$ cat src/rtl/ca_pkg.sv
// Shared constants, memory request bundle and helpers for the
// cellular-automaton display scheduler.
package ca_pkg;

    localparam int H_ACTIVE   = 640;
    localparam int V_ACTIVE   = 480;
    localparam int H_TOTAL    = 800;
    localparam int V_TOTAL    = 525;
    localparam int CELL_SHIFT = 4;

    localparam int CELL_DW = 8;
    localparam int CELL_AW = 11;

    typedef struct packed {
        logic               en;
        logic               we;
        logic [CELL_AW-1:0] addr;
        logic [CELL_DW-1:0] wdata;
    } mem_req_t;

    typedef enum logic {
        ENG_IDLE,
        ENG_BUSY
    } eng_state_t;

    function automatic logic [9:0] next_line(input logic [9:0] y);
        return (y == 10'(V_TOTAL - 1)) ? 10'd0 : y + 10'd1;
    endfunction

endpackage

$ cat src/rtl/ca_disp_addr_gen.sv
// Display fetch trigger and incremental cell address generation,
// derived from the VGA counters without any multiplier.
module ca_disp_addr_gen
    import ca_pkg::*;
#(
    parameter int COLS   = 40,
    parameter int ROWS   = 30,
    parameter int ADDR_W = 11
) (
    input  logic              clk,
    input  logic              rst,
    input  logic              pix_tick,
    input  logic [9:0]        X,
    input  logic [9:0]        Y,
    output logic              fetch_pend,
    output logic [ADDR_W-1:0] disp_addr
);

    localparam logic [9:0] V_LIM = 10'(ROWS << CELL_SHIFT);

    logic [ADDR_W-1:0] row_base;
    logic [ADDR_W-1:0] next_base;
    logic [9:0]        ny;
    logic              in_line;
    logic              line_end;
    logic              hit;

    // Triggers sit two pixels before a cell boundary so the data is
    // buffered by the time the boundary pixel arrives.
    always_comb begin
        ny        = next_line(Y);
        in_line   = (X <= 10'(H_ACTIVE - 2))
                  && (X[CELL_SHIFT-1:0] == CELL_SHIFT'(14))
                  && (Y < V_LIM);
        line_end  = (X == 10'(H_TOTAL - 2));
        next_base = row_base;
        if (Y == 10'(V_TOTAL - 1)) begin
            next_base = '0;
        end else if (ny[CELL_SHIFT-1:0] == '0) begin
            next_base = row_base + ADDR_W'(COLS);
        end
        hit = pix_tick && (in_line || (line_end && (ny < V_LIM)));
    end

    always_ff @(posedge clk or negedge rst) begin
        if (!rst) begin
            row_base   <= '0;
            disp_addr  <= '0;
            fetch_pend <= 1'b0;
        end else begin
            fetch_pend <= hit;
            if (pix_tick && line_end) begin
                row_base  <= next_base;
                disp_addr <= next_base;
            end else if (pix_tick && in_line) begin
                disp_addr <= disp_addr + ADDR_W'(1);
            end
        end
    end

endmodule

$ cat src/rtl/ca_display_scheduler.sv
// Cell RAM arbiter between VGA scan-out and the CA engine, plus
// per-frame generation launch and overrun tracking.
module ca_display_scheduler
    import ca_pkg::*;
#(
    parameter int REGISTER_LENGTH = CELL_DW,
    parameter int COLS            = 40,
    parameter int ROWS            = 30,
    parameter int ADDR_W          = CELL_AW
) (
    input  logic                       clk,
    input  logic                       rst,
    input  logic                       pix_tick,
    input  logic [9:0]                 X,
    input  logic [9:0]                 Y,
    output logic [REGISTER_LENGTH-1:0] state,
    output logic                       gen_start,
    input  logic                       gen_done,
    output logic                       frame_overrun,
    input  logic                       eng_req,
    input  logic                       eng_we,
    input  logic [ADDR_W-1:0]          eng_addr,
    input  logic [REGISTER_LENGTH-1:0] eng_wdata,
    output logic                       eng_gnt,
    output logic                       eng_rvalid,
    output logic [REGISTER_LENGTH-1:0] eng_rdata,
    output logic                       mem_en,
    output logic                       mem_we,
    output logic [ADDR_W-1:0]          mem_addr,
    output logic [REGISTER_LENGTH-1:0] mem_wdata,
    input  logic [REGISTER_LENGTH-1:0] mem_rdata
);

    logic                       fetch_pend;
    logic [ADDR_W-1:0]          disp_addr;
    logic                       disp_cap;
    logic                       buf_valid;
    logic [REGISTER_LENGTH-1:0] disp_buf;
    logic                       slot;
    eng_state_t                 eng_st;
    mem_req_t                   req;

    ca_disp_addr_gen #(
        .COLS   (COLS),
        .ROWS   (ROWS),
        .ADDR_W (ADDR_W)
    ) u_addr_gen (
        .clk        (clk),
        .rst        (rst),
        .pix_tick   (pix_tick),
        .X          (X),
        .Y          (Y),
        .fetch_pend (fetch_pend),
        .disp_addr  (disp_addr)
    );

    // Gated by reset so a held request is never granted during reset.
    assign eng_gnt = rst && eng_req && !fetch_pend;

    always_comb begin
        req = '0;
        unique case (1'b1)
            fetch_pend: begin
                req.en   = 1'b1;
                req.addr = disp_addr;
            end
            eng_gnt: begin
                req.en    = 1'b1;
                req.we    = eng_we;
                req.addr  = eng_addr;
                req.wdata = eng_wdata;
            end
            default: ;
        endcase
    end

    assign mem_en    = req.en;
    assign mem_we    = req.we;
    assign mem_addr  = req.addr;
    assign mem_wdata = req.wdata;
    assign eng_rdata = eng_rvalid ? mem_rdata : '0;

    always_ff @(posedge clk or negedge rst) begin
        if (!rst) begin
            disp_cap   <= 1'b0;
            buf_valid  <= 1'b0;
            disp_buf   <= '0;
            state      <= '0;
            eng_rvalid <= 1'b0;
        end else begin
            disp_cap   <= fetch_pend;
            eng_rvalid <= eng_gnt && !eng_we;
            if (disp_cap) begin
                disp_buf  <= mem_rdata;
                buf_valid <= 1'b1;
            end else if (pix_tick && buf_valid) begin
                state     <= disp_buf;
                buf_valid <= 1'b0;
            end
        end
    end

    assign slot = pix_tick
                && (X == 10'(H_TOTAL - 1))
                && (Y == 10'(V_ACTIVE - 1));

    // A done pulse landing on the slot itself counts as done first.
    always_ff @(posedge clk or negedge rst) begin
        if (!rst) begin
            eng_st        <= ENG_IDLE;
            gen_start     <= 1'b0;
            frame_overrun <= 1'b0;
        end else begin
            gen_start <= 1'b0;
            unique case (eng_st)
                ENG_IDLE: begin
                    if (slot) begin
                        gen_start <= 1'b1;
                        eng_st    <= ENG_BUSY;
                    end
                end
                ENG_BUSY: begin
                    if (slot && gen_done) begin
                        gen_start <= 1'b1;
                    end else if (slot) begin
                        frame_overrun <= 1'b1;
                    end else if (gen_done) begin
                        eng_st <= ENG_IDLE;
                    end
                end
                default: eng_st <= ENG_IDLE;
            endcase
        end
    end

endmodule

$ cat config.mk
export PLATFORM = sky130hd
export DESIGN_NAME = ca_display_scheduler
export DESIGN_NICKNAME = d
export VERILOG_FILES = /design/src/rtl/ca_pkg.sv /design/src/rtl/ca_disp_addr_gen.sv /design/src/rtl/ca_display_scheduler.sv
export SDC_FILE = /design/constraint.sdc
export NUM_CORES = 1
export LEC_CHECK = 0
export ABC_AREA = 0
export BUFFER_PORTS_ARGS = -buffer_cell sky130_fd_sc_hd__buf_2
export CORE_ASPECT_RATIO = 1.1
export CORE_MARGIN = 10
export CORE_UTILIZATION = 49
export DETAILED_ROUTE_END_ITERATION = 12
export PLACE_DENSITY = 0.84
export SYNTH_ARGS = -nofsm -noshare
export SYNTH_HDL_FRONTEND = slang
export SYNTH_SLANG_ARGS = --single-unit
$ cat constraint.sdc
create_clock -name clk -period 2.09 [get_ports clk]
set_input_delay 0.3135 -clock clk [delete_from_list [all_inputs] [get_ports clk]]
set_output_delay 0.3135 -clock clk [all_outputs]
set_load 0.01 [all_outputs]
Word level (Yosys, flattened, before mapping)
Index checks and enable logic that the tools add are counted.
Widths: inputs -> output; s select.
{"block": "op_classes", "add_sub_neg": 3, "mul": 0, "n_div": 0, "n_lt_le_gt_ge": 3, "eq_ne": 5, "n_shift": 0, "n_mux": 19, "n_bitwise": 3, "n_reduce_logical": 22}
{"operator": "$mux 11", "n": 4}
{"operator": "$eq 10x10->1 const B", "n": 3}
{"operator": "$pmux 11 s2", "n": 1}
{"operator": "$lt 10x9->1 const B", "n": 2}
{"operator": "$mux 8", "n": 2}
{"operator": "$logic_and 1x1->1", "n": 13}
{"operator": "$add 11x1->11 const B", "n": 1}
{"operator": "$add 11x6->11 const B", "n": 1}
{"operator": "$add 10x1->10 const B", "n": 1}
{"operator": "$eq 10x9->1 const B", "n": 1}
{"operator": "$le 10x10->1 const B", "n": 1}
{"operator": "$mux 10", "n": 1}
{"operator": "$mux 1", "n": 9}
{"operator": "$eq 4x4->1 const B", "n": 1}
{"operator": "$logic_not 4->1", "n": 1}
{"operator": "$pmux 1 s2", "n": 2}
{"operator": "$reduce_bool 2->1", "n": 2}
{"operator": "$not 1->1", "n": 3}
{"operator": "$reduce_and 3->1", "n": 1}
{"operator": "$logic_not 1->1", "n": 2}
{"operator": "$reduce_and 2->1", "n": 1}
{"operator": "$reduce_or 2->1", "n": 1}
{"operator": "$logic_or 1x1->1", "n": 1}
{"block": "word_totals", "regBits": 45, "latchBits": 0, "mem_bits_rw": 0, "rom_bits": 0, "inputBits": 53, "out_inout_bits": 41, "n_memories": 0}

Longest topological paths before layout
{"block": "logic_depth", "depth_word": 6, "mapped_depth": 8, "depth_no_buf": 7}

Hierarchy
Synthesis repeated with hierarchy kept, for this count alone.
{"block": "hier_totals", "cells_unflattened": 259, "hier_area_um2": 2718.9}
{"module": "ca_disp_addr_gen", "n_inst": 1, "cells_per_inst": 170, "area_per_inst_um2": 1640.3, "seq_area_each_um2": 575.6}
{"module": "ca_display_scheduler", "n_inst": 1, "cells_per_inst": 89, "area_per_inst_um2": 1078.5, "seq_area_each_um2": 550.5}

Worst setup path before layout
OpenSTA, ideal clock, no wires.
{"block": "synth_path", "kind": "input -> register", "from": "input Y[0]", "to": "register u_addr_gen.disp_addr[9]", "setup_ps": 65, "t_arrival_ps": 1808, "required_ps": 2025, "slack_ps": 217, "cell_stages": 8, "n_path_buf": 1, "path_cell_list": "inv_1 ha_1 and4b_1 a22oi_1 buf_2 or3_1 a21oi_1 o22a_1"}
{"block": "synth_between", "elab_chain_cells": 6, "elab_cells_between_ends": 11}
{"item": "start, declared", "line": "ca_display_scheduler.sv:15", "text": "input logic [9:0] Y,"}
{"item": "$add 10x1->10 / $eq 10x10->1 (equally long branches)", "line": "ca_pkg.sv:27, ca_disp_addr_gen.sv:37"}
{"item": "$mux 10", "line": "ca_pkg.sv:27", "text": "return (y == 10'(V_TOTAL - 1)) ? 10'd0 : y + 10'd1;"}
{"item": "$logic_not 4->1", "line": "ca_disp_addr_gen.sv:39", "text": "end else if (ny[CELL_SHIFT-1:0] == '0) begin"}
{"item": "$mux 11", "line": "ca_disp_addr_gen.sv:39"}
{"item": "$mux 11", "line": "ca_disp_addr_gen.sv:37", "text": "if (Y == 10'(V_TOTAL - 1)) begin"}
{"item": "$mux 11", "line": "ca_disp_addr_gen.sv:52", "text": "if (pix_tick && line_end) begin"}
{"item": "end signal, assigned", "line": "ca_disp_addr_gen.sv:54", "text": "disp_addr <= next_base;"}
{"item": "end signal, assigned", "line": "ca_disp_addr_gen.sv:56", "text": "disp_addr <= disp_addr + ADDR_W'(1);"}
{"item": "end, declared", "line": "ca_disp_addr_gen.sv:16", "text": "output logic [ADDR_W-1:0] disp_addr"}
Several ways; a longest one is shown, not always the timed one.
A chain may end at the register's enable or synchronous reset.

Worst setup path after layout
{"block": "layout_path", "from": "register u_addr_gen.fetch_pend", "to": "output mem_addr[8]"}
{"block": "layout_between", "elab_chain_cells": 3}
{"item": "start, declared", "line": "ca_disp_addr_gen.sv:15", "text": "output logic fetch_pend,"}
{"item": "start signal, assigned", "line": "ca_disp_addr_gen.sv:51", "text": "fetch_pend <= hit;"}
{"item": "$logic_not 1->1", "line": "ca_display_scheduler.sv:58", "text": "assign eng_gnt = rst && eng_req && !fetch_pend;"}
{"item": "$logic_and 1x1->1", "line": "ca_display_scheduler.sv:58"}
{"item": "$pmux 11 s2 *", "line": "ca_display_scheduler.sv:62", "text": "unique case (1'b1)"}
{"item": "end, declared", "line": "ca_display_scheduler.sv:29", "text": "output logic [ADDR_W-1:0] mem_addr,"}
Mark *: on every way between the ends. The rest lies on a longest branch, timed or not.

==> metrics list <==
- Detail Placement HPWL: 5215 µm
* Num CTS Buffers: 5
- Once placement completed, the tool counted placed cells totaling 400.
- Dividing the synthesized area by the synthesized cell count gives 10.09 µm².
* TritonCTS clock tree: built
- The final route contains 2308 vias.
- Number of port buffers: 93
* Antenna violations before repair: 0
- Between clock sinks in the finished design, the worst skew comes to 0.007672 ns.
- Dividing the detail-routed wire length by the instance count gives 16.00 µm.
- For this design the static power due to leakage is 1.679 nW.
- Before antenna repair, the detailed router went through 4 iterations.
* Worst-case setup margin in the final layout: 0.1587 ns
- During synthesis, Yosys emitted a total of 0 warnings.
* Worst slack after detailed placement: -0.005895 ns
- Total power draw: 0.001726 W
* Number of buffers added for setup after CTS: 0
- Final WL: 6529 µm
- Count of unique library cells instantiated by Yosys: 53
- Share of layout cells above drive strength 1: 37.71%
- Setup repair after global routing left no endpoint under its margin.
- For this run, the number of standard cells in the final layout without fillers is 408.
* Share of the cycle needed by the critical path after routing: 92.41%
* PwrDens: 541.5 nW/µm²
- The first global-routing pass estimated 10700 µm of wire.
- The die is 95.40 µm tall.
- At the end of the flow the core is filled with cells to 63.74%.
- Maximum level of the CTS H-tree: 2
- In this run the critical register-to-register path is captured at u_addr_gen.disp_addr[4].
- Along the worst path, the maximum fanout reaches 21.
- Final critical delay including setup and external delays: 1.931 ns
- Vias in the first global route: 2304
- The worst setup path is launched from a flip-flop.
* Max Clock Freq: 517.8 MHz
- Kind of critical path: reg -> out
* Final setup violation count: 0
* Clock-pin slew of the registers on the worst-case setup and hold paths: 0.08 ns
- Post-synth top cells: sky130_fd_sc_hd__dfrtp_1 (45), sky130_fd_sc_hd__and2_1 (19), sky130_fd_sc_hd__nand2_1 (19)
- Max-cap violations in this run came to 0.
- The tightest min-delay check is of the in -> async type.
- For the worst setup path, the data arrival time is 1.62 ns.
* Average vias per placed instance: 5.657
* Worst VDD drop: 0.2816 mV
- Buffer levels on the longest clock path: 2
- Ys flop type: sky130_fd_sc_hd__dfrtp_1
- For this block, the initial DRC count from the detailed router was 157.
- Summed instance area of the synthesized netlist: 2532 µm²
* Tot GR Track Use: 15.69%
* Diode count: 0
- Leading cell type by number of instances after synthesis: sky130_fd_sc_hd__dfrtp_1
- Effective utilization at floorplan: 50.65%
- Yosys mapped a number of flops with a built-in enable equal to 0.
* IO Count: 94
- Of the synthesized area, sequential elements account for 44.47%.
- On the worst path, the slowest cell contributes a delay of 0.66 ns.
* GR Overflow Total: 0
- Clock root buffer: sky130_fd_sc_hd__clkbuf_8
- Post-CTS repair changed the size of 0 cells.
* Final hold violations: 0
- Post-synthesis net count: 308
- Routability congestion estimate from global placement: 0.8279
- Number of buffers added to fix hold violations after cts: 0
- After synthesis the netlist holds a flip-flop and latch count of 45.
- The number of buffers and inverters on the critical path is 2.
* Least-Margin Pin Slew: 0.5568 ns
* Core Footprint: 5000 µm²
* Pins Over Slew Limit: 0
- In this run the remaining antenna-violating nets after routing total 0.
* Max-slew headroom at the worst pin: 62.88%
- Entering global routing, the biggest net connects 46 pins.
* Most area-hungry cell type in the Yosys netlist: sky130_fd_sc_hd__dfrtp_1
- Row count: 27
* WP data required: 1.78 ns
* Critical path startpoint: u_addr_gen.fetch_pend
- NumNets Final: 406
* Instance count of the mapped netlist: 251
- Capturing element type of the critical path: primary output
* Largest delay contributor family on the critical path: flip-flops
- TritonCTS Sinks: 45
- For this run, design rule violations remaining after detail routing come to 0.
- The die covers 8447 µm².
- In the post-synthesis netlist, the biggest area contributors are sky130_fd_sc_hd__dfrtp_1 (44%), sky130_fd_sc_hd__mux2_2 (7.1%), sky130_fd_sc_hd__and2_1 (4.7%).
* Area added between synthesis and finish: 25.84%
- Insertion delay to the later sink of the worst-skew pair: 0.30 ns
- Critical-path top delay cell: sky130_fd_sc_hd__dfrtp_1
- Setup slack of the most critical reg-to-reg path: 0.37 ns
* Critical-path cell list: nor2_1 -> buf_4 -> a22o_1 -> buf_2
- Run status: finished, final reports clean
* Cells on worst reg2reg path: 5
- Reg-to-reg critical path startpoint: u_addr_gen.disp_addr[0]
- Measured along the x axis, the die boundary spans 88.55 µm.
* Share of synthesized flip-flops with an asynchronous set or reset: 100.0%
- The top cell type by area accounts for 44.47% of the synthesized area.
-- metal layers --
layer	up-vias	share of wire [%]	track usage (%)
met5	-	0	0
met4	0	1.3	5.660
met3	7	9.9	4.352
met2	87	51	27.84
met1	1093	38	17.53
li1	1121	-	-
-- stage by stage --
step | TNS, ns | area, µm² | hold slack (ns)
after global routing | 0 | 3187 | 0.1462
after global placement | 0 | 3085 | 0.4395
after detailed placement | -0.006399 | 3085 | 0.4444
after CTS | 0 | 3187 | 0.1183
after floorplan | 0 | 2532 | 0.01791
final | 0 | 3187 | 0.08904
-- logic make-up (layout without fill, tap and decap cells) --
group | after synthesis | after routing | share of synthesized area [%]
AO/OA/AOI/OAI | 66 | 66 | 17.89
XOR/XNOR | 8 | 8 | 2.767
adder cells (fa/ha/maj) | 4 | 4 | 1.976
buffers and inverters | 14 | 113 | 2.371
flip-flops | 45 | 45 | 44.47
multiplexers | 18 | 18 | 7.905
AND/OR/NAND/NOR | 96 | 96 | 22.63
-- power by group --
group,internal (W),switching (W),leakage (nW)
Combinational,0.000109,0.000109,1.00
Clock,0.000299,0.000281,0.0542
Sequential,0.000899,0.0000289,0.623
Total,0.00131,0.000419,1.68
-- cell type report --
class	count	area (µm²)
repair buffers	101	525.5
multi-input cells	192	1346
well taps	58	72.57
clock buffers	7	96.34
inverters	4	15.01
clock inverters	1	5.005
fillers	428	1813
flip-flops and latches	45	1126
-- placed cells by master, fill, tap and decap left out, drive strengths merged, types with 2 or more instances in the layout --
master	n
a22o	12
o21a	3
nor2	11
ha	4
a21boi	2
nand4b	2
dfrtp	45
a211oi	2
a21oi	12
nand3	7
mux2	16
and2	19
o31ai	2
nor3	5
mux2i	2
or3	3
a21o	4
nand2b	6
and3	5
inv	4
o22ai	2
nand4	5
nor2b	4
nand2	19
o21ai	15
nor4	3
buf	101
o22a	2
and4	2
clkbuf	7
xnor2	4
xor2	4
-- flip-flops by register name, indices dropped and copies added, names as in the netlist --
register	count
eng_rvalid	1
buf_valid	1
disp_cap	1
u_addr_gen.row_base	11
eng_st	1
u_addr_gen.disp_addr	11
u_addr_gen.fetch_pend	1
disp_buf	8
gen_start	1
state	8
frame_overrun	1
-- how the worst max path moves through the flow --
stage / endpoint / depth (start not counted)
CTS: mem_addr[8] / 4
global route: mem_addr[5] / 4
floorplan: u_addr_gen.disp_addr[9] / 8
global placement: u_addr_gen.disp_addr[9] / 9
finish: mem_addr[8] / 4
detailed placement: u_addr_gen.disp_addr[9] / 9
Power figures use the tool's default switching activity.
